$ cat config.mk
export PLATFORM = sky130hd
export DESIGN_NAME = kboard_pwm_flat
export DESIGN_NICKNAME = d
export VERILOG_FILES = /design/src/rtl/kboard_pwm_if.sv /design/src/rtl/kboard_pwm.sv /design/src/flat_wrapper.sv
export SDC_FILE = /design/constraint.sdc
export NUM_CORES = 1
export LEC_CHECK = 0
export ABC_AREA = 1
export ABC_CLOCK_PERIOD_IN_PS = 2650
export CAP_MARGIN = 20
export CORE_MARGIN = 2
export CORE_UTILIZATION = 45
export CTS_BUF_LIST = sky130_fd_sc_hd__clkbuf_8
export CTS_CLUSTER_DIAMETER = 120
export CTS_CLUSTER_SIZE = 30
export DETAILED_ROUTE_END_ITERATION = 7
export SLEW_MARGIN = 25
export SYNTH_ARGS = -nofsm -noshare
export SYNTH_HDL_FRONTEND = slang
export SYNTH_SLANG_ARGS = --single-unit
$ cat constraint.sdc
create_clock -name clk -period 2.65 [get_ports clk]
set_input_delay 0.53 -clock clk [delete_from_list [all_inputs] [get_ports clk]]
set_output_delay 0.53 -clock clk [all_outputs]
set_load 0.1 [all_outputs]
$ cat src/rtl/kboard_pwm_if.sv
// Keypad/LED pin bundle for kboard_pwm; master is the scanner, slave is the board/status side.
interface kboard_pwm_if;
    logic [3:0]  col_data;
    logic [2:0]  col_power;
    logic [23:0] data;
    logic [2:0]  pwm_out;

    modport master (
        input  col_data,
        output col_power,
        output data,
        output pwm_out
    );

    modport slave (
        output col_data,
        input  col_power,
        input  data,
        input  pwm_out
    );
endinterface

$ cat src/rtl/kboard_pwm.sv
// 3x4 keypad scanner with debounced per-column level bytes driving three PWM channels.
// Define KBOARD_AUTOREPEAT_EN to make held row 0/1 keys repeat every REPEAT_VISITS column visits.
module kboard_pwm #(
    parameter int unsigned SCAN_DIV      = 25000,
    parameter int unsigned DEBOUNCE_CNT  = 4,
    parameter int unsigned STEP          = 16,
    parameter int unsigned PWM_DIV       = 1,
    parameter int unsigned REPEAT_VISITS = 64
) (
    input  logic         clk,
    input  logic         rst,
    kboard_pwm_if.master kb
);

    localparam int unsigned SCAN_W = (SCAN_DIV > 1) ? $clog2(SCAN_DIV) : 1;
    localparam int unsigned PDIV_W = (PWM_DIV > 1) ? $clog2(PWM_DIV) : 1;
    localparam int unsigned D      = DEBOUNCE_CNT;
    localparam logic [SCAN_W-1:0] SCAN_LAST = SCAN_W'(SCAN_DIV - 1);
    localparam logic [PDIV_W-1:0] PDIV_LAST = PDIV_W'(PWM_DIV - 1);
    localparam logic [8:0]        STEP9     = 9'(STEP);

    typedef enum logic [1:0] {
        COL0 = 2'd0,
        COL1 = 2'd1,
        COL2 = 2'd2
    } col_e;

    col_e                  col_q, col_d;
    logic [SCAN_W-1:0]     scan_cnt_q, scan_cnt_d;
    logic [2:0]            col_power_q, col_power_d;
    logic                  slot_end;
    logic [1:0]            col_idx;

    logic [2:0][3:0][D-1:0] hist_q, hist_d;
    logic [2:0][3:0]        deb_q, deb_d;
    logic [2:0][7:0]        data_q, data_d;

    logic [3:0]            sample;
    logic [3:0]            cur_deb;
    logic [3:0][D-1:0]     new_hist;
    logic [3:0]            new_deb;
    logic [3:0]            press_edge;
    logic [3:0]            rpt_act;
    logic [3:0]            act;
    logic [7:0]            lvl;
    logic [8:0]            lvl_inc;
    logic [8:0]            lvl_dec;

    logic [PDIV_W-1:0]     pdiv_q, pdiv_d;
    logic                  ptick;
    logic [7:0]            pc_q, pc_d;
    logic [2:0][7:0]       duty_q, duty_d;
    logic [2:0]            pwm_q, pwm_d;

    // Column scan FSM: col_power is computed from the next column so it switches with col_q.
    always_comb begin
        col_d      = col_q;
        scan_cnt_d = scan_cnt_q + SCAN_W'(1);
        slot_end   = (scan_cnt_q == SCAN_LAST);
        if (slot_end) begin
            scan_cnt_d = '0;
            unique case (col_q)
                COL0:    col_d = COL1;
                COL1:    col_d = COL2;
                default: col_d = COL0;
            endcase
        end
        unique case (col_d)
            COL0:    col_power_d = 3'b110;
            COL1:    col_power_d = 3'b101;
            default: col_power_d = 3'b011;
        endcase
    end

    always_ff @(posedge clk) begin
        if (rst) begin
            col_q       <= COL0;
            scan_cnt_q  <= '0;
            col_power_q <= 3'b110;
        end else begin
            col_q       <= col_d;
            scan_cnt_q  <= scan_cnt_d;
            col_power_q <= col_power_d;
        end
    end

    // Debounce of the selected column: shift in the new sample, settle only on a uniform history.
    always_comb begin
        col_idx  = col_q;
        sample   = ~kb.col_data;
        cur_deb  = deb_q[col_idx];
        new_hist = '0;
        new_deb  = cur_deb;
        for (int unsigned r = 0; r < 4; r++) begin
            new_hist[r] = D'({hist_q[col_idx][r], sample[r]});
            if (&new_hist[r]) begin
                new_deb[r] = 1'b1;
            end else if (~|new_hist[r]) begin
                new_deb[r] = 1'b0;
            end
        end
        press_edge = new_deb & ~cur_deb;
    end

`ifdef KBOARD_AUTOREPEAT_EN
    localparam int unsigned RPT_W = (REPEAT_VISITS > 1) ? $clog2(REPEAT_VISITS) : 1;
    localparam logic [RPT_W-1:0] RPT_LAST = RPT_W'(REPEAT_VISITS - 1);

    logic [2:0][RPT_W-1:0] rpt_q, rpt_d;

    // Visits since the last row 0/1 press edge; wraps to zero on each repeat.
    always_comb begin
        rpt_d   = rpt_q;
        rpt_act = '0;
        if (slot_end) begin
            if (|press_edge[1:0]) begin
                rpt_d[col_idx] = '0;
            end else if (|new_deb[1:0]) begin
                if (rpt_q[col_idx] == RPT_LAST) begin
                    rpt_d[col_idx] = '0;
                    rpt_act        = {2'b00, new_deb[1:0]};
                end else begin
                    rpt_d[col_idx] = rpt_q[col_idx] + RPT_W'(1);
                end
            end else begin
                rpt_d[col_idx] = '0;
            end
        end
    end

    always_ff @(posedge clk) begin
        if (rst) begin
            rpt_q <= '0;
        end else begin
            rpt_q <= rpt_d;
        end
    end
`else
    always_comb begin
        rpt_act = '0;
    end
`endif

    // One action per visit, priority row3 > row2 > row0 > row1; 9-bit math saturates.
    always_comb begin
        hist_d  = hist_q;
        deb_d   = deb_q;
        data_d  = data_q;
        act     = press_edge | rpt_act;
        lvl     = data_q[col_idx];
        lvl_inc = {1'b0, lvl} + STEP9;
        lvl_dec = {1'b0, lvl} - STEP9;
        if (slot_end) begin
            hist_d[col_idx] = new_hist;
            deb_d[col_idx]  = new_deb;
            if (act[3]) begin
                data_d[col_idx] = 8'h00;
            end else if (act[2]) begin
                data_d[col_idx] = 8'hFF;
            end else if (act[0]) begin
                data_d[col_idx] = lvl_inc[8] ? 8'hFF : lvl_inc[7:0];
            end else if (act[1]) begin
                data_d[col_idx] = lvl_dec[8] ? 8'h00 : lvl_dec[7:0];
            end
        end
    end

    always_ff @(posedge clk) begin
        if (rst) begin
            hist_q <= '0;
            deb_q  <= '0;
            data_q <= '0;
        end else begin
            hist_q <= hist_d;
            deb_q  <= deb_d;
            data_q <= data_d;
        end
    end

    // PWM: pc runs 0..254; duties are captured from data only on the wrap.
    always_comb begin
        ptick  = (pdiv_q == PDIV_LAST);
        pdiv_d = ptick ? '0 : pdiv_q + PDIV_W'(1);
        pc_d   = pc_q;
        duty_d = duty_q;
        if (ptick) begin
            if (pc_q == 8'd254) begin
                pc_d   = '0;
                duty_d = data_q;
            end else begin
                pc_d = pc_q + 8'd1;
            end
        end
        for (int unsigned i = 0; i < 3; i++) begin
            pwm_d[i] = (pc_q < duty_q[i]);
        end
    end

    always_ff @(posedge clk) begin
        if (rst) begin
            pdiv_q <= '0;
            pc_q   <= '0;
            duty_q <= '0;
            pwm_q  <= '0;
        end else begin
            pdiv_q <= pdiv_d;
            pc_q   <= pc_d;
            duty_q <= duty_d;
            pwm_q  <= pwm_d;
        end
    end

    assign kb.col_power = col_power_q;
    assign kb.data      = data_q;
    assign kb.pwm_out   = pwm_q;

endmodule

$ cat src/flat_wrapper.sv
// flat-port wrapper written by rule: the top's interface ports become plain ports
module kboard_pwm_flat 
#(
    parameter int unsigned SCAN_DIV      = 25000,
    parameter int unsigned DEBOUNCE_CNT  = 4,
    parameter int unsigned STEP          = 16,
    parameter int unsigned PWM_DIV       = 1,
    parameter int unsigned REPEAT_VISITS = 64
)
  (clk, rst, kb_col_data, kb_col_power, kb_data, kb_pwm_out);
  kboard_pwm_if kb_i ();
  input  logic clk;
  input  logic rst;
  input wire logic [$bits(kb_i.col_data)-1:0] kb_col_data;
  output wire logic [$bits(kb_i.col_power)-1:0] kb_col_power;
  output wire logic [$bits(kb_i.data)-1:0] kb_data;
  output wire logic [$bits(kb_i.pwm_out)-1:0] kb_pwm_out;
  assign kb_i.col_data = kb_col_data;
  assign kb_col_power = kb_i.col_power;
  assign kb_data = kb_i.data;
  assign kb_pwm_out = kb_i.pwm_out;
  kboard_pwm #(.SCAN_DIV(SCAN_DIV), .DEBOUNCE_CNT(DEBOUNCE_CNT), .STEP(STEP), .PWM_DIV(PWM_DIV), .REPEAT_VISITS(REPEAT_VISITS)) u_core (.clk(clk), .rst(rst), .kb(kb_i));
endmodule
==> results by group, run 1 <==
STA
  – Fin. max-slew vios: 0
  – Max Clock Skew: about 11 ps
  – Max-slew headroom: a little under two thirds
  – Final min period: about 2400 ps
  – Hold Vio Cnt, Final: 0
  – Setup TNS: 0 ps
  – F_max: 422.8 MHz
  – Period utilization: approximately 89%
  – RSZ-0062 raised after global routing: no
  – Final setup viols: 0
  – Final hold slack: approximately 460 ps
  – Slew at the pin closest to its max-slew limit: ~550 ps

Routing
  – Pre-antenna DRT Iters: 5
  – Vias/cell: approximately 5.3
  – Drt total wl: 18,930 microns
  – Overall via count from detail_route: between 6,000 and 7,000
  – DRC Markers: 0
  – WL per Instance: 15.51 microns
  – Number of DRC markers after the initial detailed-route iteration: slightly above 500
  – Final ANT Viol Nets: 0

Synthesis
  – Synth Flop Type: dfxtp_1
  – Synth cell types: between 40 and 50
  – Mapped Area: approximately 0.0069 sq mm
  – Main area contributors after synthesis: dfxtp_1, nand2_1, inv_1
  – Synthesis Warnings: 0
  – Syn Nets: ~1,000
  – Async set-reset flop share out of synthesis: 0%
  – Post-synth top area cell: dfxtp_1
  – Cells after synthesis: a little under 1,000
  – Post-synth top cells: nand2_1, inv_1, dfxtp_1, nor2_1, a21oi_1
  – Post-synth top area share: between 30% and 40%
  – Register bit total from synthesis: about 130
  – Synthesized area per cell: between 7 and 8 sq um
  – Count leader, synth: nand2_1
  – Post-synth EDFFs: 0
  – Register area share after synthesis: roughly 37%

Worst setup path
  – Crit path max fanout: 19
  – Crit path kind: reg -> reg
  – Endpoint class of the critical path: flop
  – Worst EP required: between 2000 and 3000 ps
  – Worst setup SP type: flop
  – Crit path DAT: around 2700 ps

Floorplan
  – Io pins: 36
  – Die X: around 130 microns
  – Row count: 45
  – Initial Util: between 40% and 50%
  – Die area: around 0.016 sq mm
  – Vert. Die Dim: around 130 microns
  – Total core area: 0.01503 sq mm

Power and ir drop
  – P_leak: between 3 and 4 nW
  – Maximum resistive drop on vdd: between 0.3 and 0.4 mV
  – Cell Pwr Density: ~480 mW/mm^2

CTS
  – CTS Buffer Depth: 2
  – Root buffer cell: clkbuf_8
  – H-tree levels: 4
  – CTS hold repair buffers: 0
  – CTS tree: yes
  – Cts bufs inserted: 17
  – CTS Sinks: between 100 and 150
  – CTS clk-pin slew, worst paths: ~80 ps
  – Clock Latency Late Sink: about 460 ps

Finish
  – Multi-input logic area: between 0.003 and 0.004 sq mm
  – Synthesis-to-finish area growth: 14.78%
  – # fillers: between 1,500 and 2,000
  – Ratio of cells with drive above 1 in the final layout: between 10% and 20%
  – Antenna diode count: 0
  – Storage cell area: 0.002562 sq mm
  – Nets: between 1,000 and 1,500
  – Fin cells: 1,220

Placed design
  – I/O Buffers: 35
  – Dpl cells: roughly 1,200
  – Hpwl dp: roughly 14,000 microns
  – GP Congestion: about 0.91

Global route
  – Initial antenna violation count: 0
  – GRT Total Usage: ~24%
  – Largest net degree at the start of global routing: 40
  – Grt ovf: 0
  – First-pass GRT wire length: roughly 31,000 microns
  – Number of global-route vias before repair: between 6,000 and 7,000

Job
  – Max cap viols: 0

Run status
  – Outcome: completed

Hold path
  – HP Class: reg -> reg
final timing paths:
kind	startpoint	end	slack, ps	cells after the start
max	u_core.col_idx[1]	u_core.kb.data[12]	280	15
min	u_core.duty_q[19]	u_core.duty_q[19]	460	2
max reg2reg	u_core.col_idx[1]	u_core.kb.data[12]	280	15
min reg2reg	u_core.duty_q[19]	u_core.duty_q[19]	460	2
worst max-delay path: stages (launching register included):
cell and delay [ps]:
dfxtp_1 330, buf_12 160, nor2_8 160, buf_6 180
buf_4 160, nand2_1 50, nand3_1 110, nand2_1 80
nor2_1 110, nand2_1 140, nand2_2 120, inv_2 60
nand2_8 100, nand4_1 220, nand2_1 160, a21oi_1 80
area by class of cell:
type                            count  share of cell area, %
Multi-Input combinational cell    661                  45.30
Sequential cell                   128                  32.56
Timing Repair Buffer               74                  7.680
Inverter                          137                  6.662
Clock buffer                       18                  3.148
Tap cell                          188                  2.989
Clock inverter                     14                  1.654
layer usage:
layer	GRT usage, %	wire (microns)
met1	32.11	8840
met2	39.60	8642
met3	4.146	952
met4	10.15	490
met5	0	0
repair_timing:
item,in CTS,in global routing
endpoints found under the setup margin,0,2
resized for setup,0,1
setup buffers,0,0
registers in the layout (all words and copies together), names as in the netlist:
name / cells
u_core.col_idx: 2
u_core.deb_q: 12
u_core.duty_q: 24
u_core.hist_q: 36
u_core.kb.col_power: 3
u_core.kb.data: 24
u_core.kb.pwm_out: 3
u_core.pc_q: 8
u_core.pdiv_q: 1
u_core.scan_cnt_q: 15
cell families after synthesis:
logic type,after synthesis,synth area share [%]
AOI/OAI and AO/OA,220,17.92
xor gates and xnor gates,3,0.3834
adders and majority gates,26,4.745
buffers and inverters,175,10.62
DFF,128,37.38
other,1,0.05470
and+or+nand+nor,411,28.89
power by group:
part | switching [mW] | internal, mW | total, mW
clock network | 0.880 | 0.780 | 1.66
logic | 0.0946 | 0.0460 | 0.141
registers | 0.00981 | 1.93 | 1.94
through the flow:
step	total power [mW]	instance area (sq um)	setup slack [ps]	utilization, %
CTS	3.779	7865	251.2	52.32
global route	3.880	7869	50.56	52.34
detailed placement	2.129	7487	237.4	49.80
global placement	2.129	7487	247.4	49.80
finish	3.743	7869	284.5	52.34
floorplan	2.086	6855	172.0	-
cell usage in the layout, fill, tap and decap left out, types with 3 or more instances in the layout:
| master | count |
|---|---|
| nand4_1 | 13 |
| nand2_2 | 8 |
| o211ai_1 | 7 |
| clkinvlp_4 | 4 |
| o22ai_1 | 6 |
| o21bai_1 | 6 |
| nand2_1 | 148 |
| clkinv_2 | 3 |
| inv_6 | 7 |
| xor2_1 | 3 |
| nor3b_1 | 4 |
| nor3_1 | 25 |
| nor2_8 | 3 |
| nor2_1 | 92 |
| a21oi_1 | 91 |
| dfxtp_1 | 128 |
| buf_4 | 65 |
| ha_1 | 26 |
| o21a_1 | 24 |
| inv_2 | 5 |
| buf_12 | 3 |
| nand3_2 | 7 |
| a211oi_1 | 4 |
| clkdlybuf4s50_1 | 4 |
| nor2_4 | 3 |
| nor4_1 | 8 |
| nor2_2 | 5 |
| inv_1 | 129 |
| clkbuf_8 | 18 |
| nand2b_1 | 4 |
| a31oi_1 | 3 |
| o21ai_0 | 74 |
| nand3_1 | 83 |
Note: power is estimated with default switching activity, not from simulation.
==> run 2: changes to the inputs <==
--- a/config.mk
+++ b/config.mk
@@ -14,6 +14,7 @@
 export CTS_CLUSTER_DIAMETER = 120
 export CTS_CLUSTER_SIZE = 30
 export DETAILED_ROUTE_END_ITERATION = 7
+export GPL_TIMING_DRIVEN = 0
 export SLEW_MARGIN = 25
 export SYNTH_ARGS = -nofsm -noshare
 export SYNTH_HDL_FRONTEND = slang
==> results by group, run 2 (synthesis results as in run 1) <==
Global route
  – Grt ovf: 0 (unchanged)
  – Largest net degree at the start of global routing: 17 (was 40)
  – First-pass GRT wire length: 31,570 microns (was 31,290 microns)
  – Initial antenna violation count: 0 (unchanged)
  – Number of global-route vias before repair: 5,983 (was 6,120)
  – GRT Total Usage: 25.05% (was 24.36%)

Power and ir drop
  – P_leak: 3.361 nW (was 3.336 nW)
  – Cell Pwr Density: 475.0 mW/mm^2 (was 475.7 mW/mm^2)
  – Maximum resistive drop on vdd: 0.5186 mV (was 0.3169 mV)
  – PnR Total Power: 3.730 mW (was 3.743 mW)

Worst setup path
  – Crit path max fanout: 5 (was 19)
  – Worst EP required: 2120 ps (was 2990 ps)
  – Endpoint class of the critical path: primary output (was flop)
  – Reg-to-Reg End: u_core.kb.data[0] (was u_core.kb.data[12])
  – Cells along the critical path: clkdlybuf4s50_1 (was buf_12, nor2_8, buf_6, buf_4, nand2_1, nand3_1, nand2_1, nor2_1, nand2_1, nand2_2, inv_2, nand2_8, nand4_1, nand2_1, a21oi_1)
  – CP max-delay cell: clkdlybuf4s50_1 (was dfxtp_1)
  – Worst r2r src: u_core.col_idx[1] (unchanged)
  – Crit path DAT: 2090 ps (was 2710 ps)
  – Worst setup SP type: flop (unchanged)
  – R2R Setup Slk: 190 ps (was 280 ps)
  – Slowest Stage Delay on Critical Path: 1180 ps (was 330 ps)
  – Crit path max-delay family: buffers and inverters (was simple AND/OR/NAND/NOR gates)
  – Crit path kind: reg -> out (was reg -> reg)
  – Worst Path Buf+Inv: 1 (was 4)
  – Worst R2R Path Depth: 18 (was 15)

Routing
  – WL met3: 957 microns (was 952 microns)
  – WL per Instance: 16.24 microns (was 15.51 microns)
  – Number of DRC markers after the initial detailed-route iteration: 504 (was 514)
  – Overall via count from detail_route: 6,493 (was 6,500)
  – Drt total wl: 19,730 microns (was 18,930 microns)
  – Top routing layer in use: met4 (unchanged)
  – Met1 Routed Length: 9185 microns (was 8840 microns)
  – Metal2 WL: 9220 microns (was 8642 microns)
  – Pre-antenna DRT Iters: 5 (unchanged)
  – DRC Markers: 0 (unchanged)
  – Final ANT Viol Nets: 0 (unchanged)
  – Vias/cell: 5.344 (was 5.328)

Hold path
  – Hold Path Sink: u_core.duty_q[10] (was u_core.duty_q[19])
  – HP Class: reg -> reg (unchanged)
  – Hold wc startpoint: u_core.duty_q[10] (was u_core.duty_q[19])
  – Min-Delay Path Depth: 2 (unchanged)

Floorplan
  – Initial Util: 45.60% (unchanged)
  – Io pins: 36 (unchanged)
  – Die area: 0.01624 sq mm (unchanged)
  – Vert. Die Dim: 127.4 microns (unchanged)
  – Row count: 45 (unchanged)
  – Total core area: 0.01503 sq mm (unchanged)
  – Die X: 127.4 microns (unchanged)

CTS
  – Clock Latency Late Sink: 450 ps (was 460 ps)
  – CTS Sinks: 128 (unchanged)
  – Cts bufs inserted: 17 (unchanged)
  – CTS hold repair buffers: 0 (unchanged)
  – Root buffer cell: clkbuf_8 (unchanged)
  – H-tree levels: 4 (unchanged)
  – CTS tree: yes (unchanged)
  – CTS clk-pin slew, worst paths: 70 ps (was 80 ps)
  – CTS Buffer Depth: 2 (unchanged)

STA
  – Final setup viols: 0 (unchanged)
  – Final min period: 2617 ps (was 2365 ps)
  – Max-slew headroom: 31.60% (was 63.42%)
  – Final hold slack: 461.9 ps (was 462.8 ps)
  – RSZ-0062 raised after global routing: no (unchanged)
  – Slew at the pin closest to its max-slew limit: 1017 ps (was 548.0 ps)
  – Max Clock Skew: 9.082 ps (was 10.52 ps)
  – Fin. max-slew vios: 0 (unchanged)
  – Hold Vio Cnt, Final: 0 (unchanged)
  – Fin worst setup slack: 33.45 ps (was 284.5 ps)
  – F_max: 382.2 MHz (was 422.8 MHz)
  – Period utilization: 98.74% (was 89.26%)

Finish
  – Nets: 1,050 (was 1,051)
  – Synthesis-to-finish area growth: 14.53% (was 14.78%)
  – Ratio of cells with drive above 1 in the final layout: 8.471% (was 13.66%)
  – Fin cells: 1,215 (was 1,220)
  – Leading cell type in the layout, fill and taps excluded: nand2_1 (unchanged)
  – Reg with most FFs: u_core.hist_q (unchanged)
  – Antenna diode count: 0 (unchanged)
  – Most frequent cells in the layout: nand2_1, inv_1, dfxtp_1 (unchanged)
  – Largest register FFs: 36 (unchanged)

Placed design
  – I/O Buffers: 34 (was 35)
  – Dpl cells: 1,186 (was 1,188)
  – Hpwl dp: 14,390 microns (was 13,790 microns)
  – GP Congestion: 0.9291 (was 0.9108)
  – Pre-CTS setup slack: -28.53 ps (was 237.4 ps)

Job
  – Max cap viols: 0 (unchanged)

Run status
  – Outcome: completed (unchanged)
-- run 2: cell types whose count changed in the layout (fill, tap and decap cells not counted), sizes merged --
| cell | previous run | this run |
|---|---|---|
| buf | 70 | 16 |
| clkbuf | 18 | 43 |
| clkdlybuf4s50 | 4 | 21 |
| dlymetal6s2s | 0 | 8 |
| dlygate4sd2 | 0 | 5 |
| inv | 142 | 137 |
| clkinvlp | 4 | 1 |
| bufinv | 1 | 2 |
| clkinv | 4 | 5 |
-- run 2: worst max-delay path by stage --
stage / cells after the start / from / slack [ps] / endpoint
after floorplan: 12 / u_core.kb.data[20] / 170 / u_core.kb.data[12]
after global placement: 16 / u_core.col_idx[0] / -30 / u_core.kb.data[12]
after detailed placement: 16 / u_core.col_idx[0] / -30 / u_core.kb.data[12]
after CTS: 1 / u_core.kb.data[13] / 3 / kb_data[13]
after global routing: 1 / u_core.kb.data[19] / 0.4 / kb_data[19]
final: 1 / u_core.kb.data[15] / 30 / kb_data[15]
-- run 2: area by class of cell --
class	instances	area, sq um
flip-flops and latches	128	2562
fillers	1560	7182
repair buffers	36	369.1
clock inverters	8	91.34
inverters	137	524.3
well taps	188	235.2
plain buffers	37	196.4
clock buffers	20	275.3
multi-input cells	661	3597
-- run 2: where the power goes --
group | internal (mW) | switching (mW) | total [mW]
clock | 0.879 | 0.761 | 1.64
combinational | 0.0443 | 0.102 | 0.146
sequential | 1.93 | 0.0102 | 1.94
total | 2.86 | 0.873 | 3.73
-- run 2: per-layer routing --
metal | GRT usage [%] | up-vias
met1 | 33.43 | 2964
met2 | 41.21 | 195
li1 | - | 3313
met5 | 0 | -
met4 | 7.240 | 0
met3 | 4.983 | 21
-- run 2: worst reg2reg max path, stage by stage, from the launching register on --
cell and delay [ps]:
dfxtp_1 330, buf_6 180, buf_4 210, nor2_4 80, nand2_1 60, nand2_1 120, nor2_4 190, ha_1 180
inv_1 60, nor2_2 130, nand2_2 120, nand2_1 80, nand2_1 50, nand2_1 60, nand2_1 60, nand2_1 110
nor2_1 50, nor3_1 200, nor2_1 60
-- run 2: through the flow --
| stage | instance area (sq um) | setup TNS, ps | util (%) |
|---|---|---|---|
| after detailed placement | 7431 | -28.53 | 49.43 |
| final | 7851 | 0 | 52.23 |
| after floorplan | 6855 | 0 | - |
| after CTS | 7796 | 0 | 51.86 |
| after global routing | 7851 | 0 | 52.23 |
| after global placement | 7431 | -31.43 | 49.43 |
-- run 2: what timing repair did --
action,4_1_cts,5_1_grt
buffers inserted,0,2
cloned,0,0
pin swaps,0,1
endpoints found under the setup margin,6,26
gates resized for setup,6,15
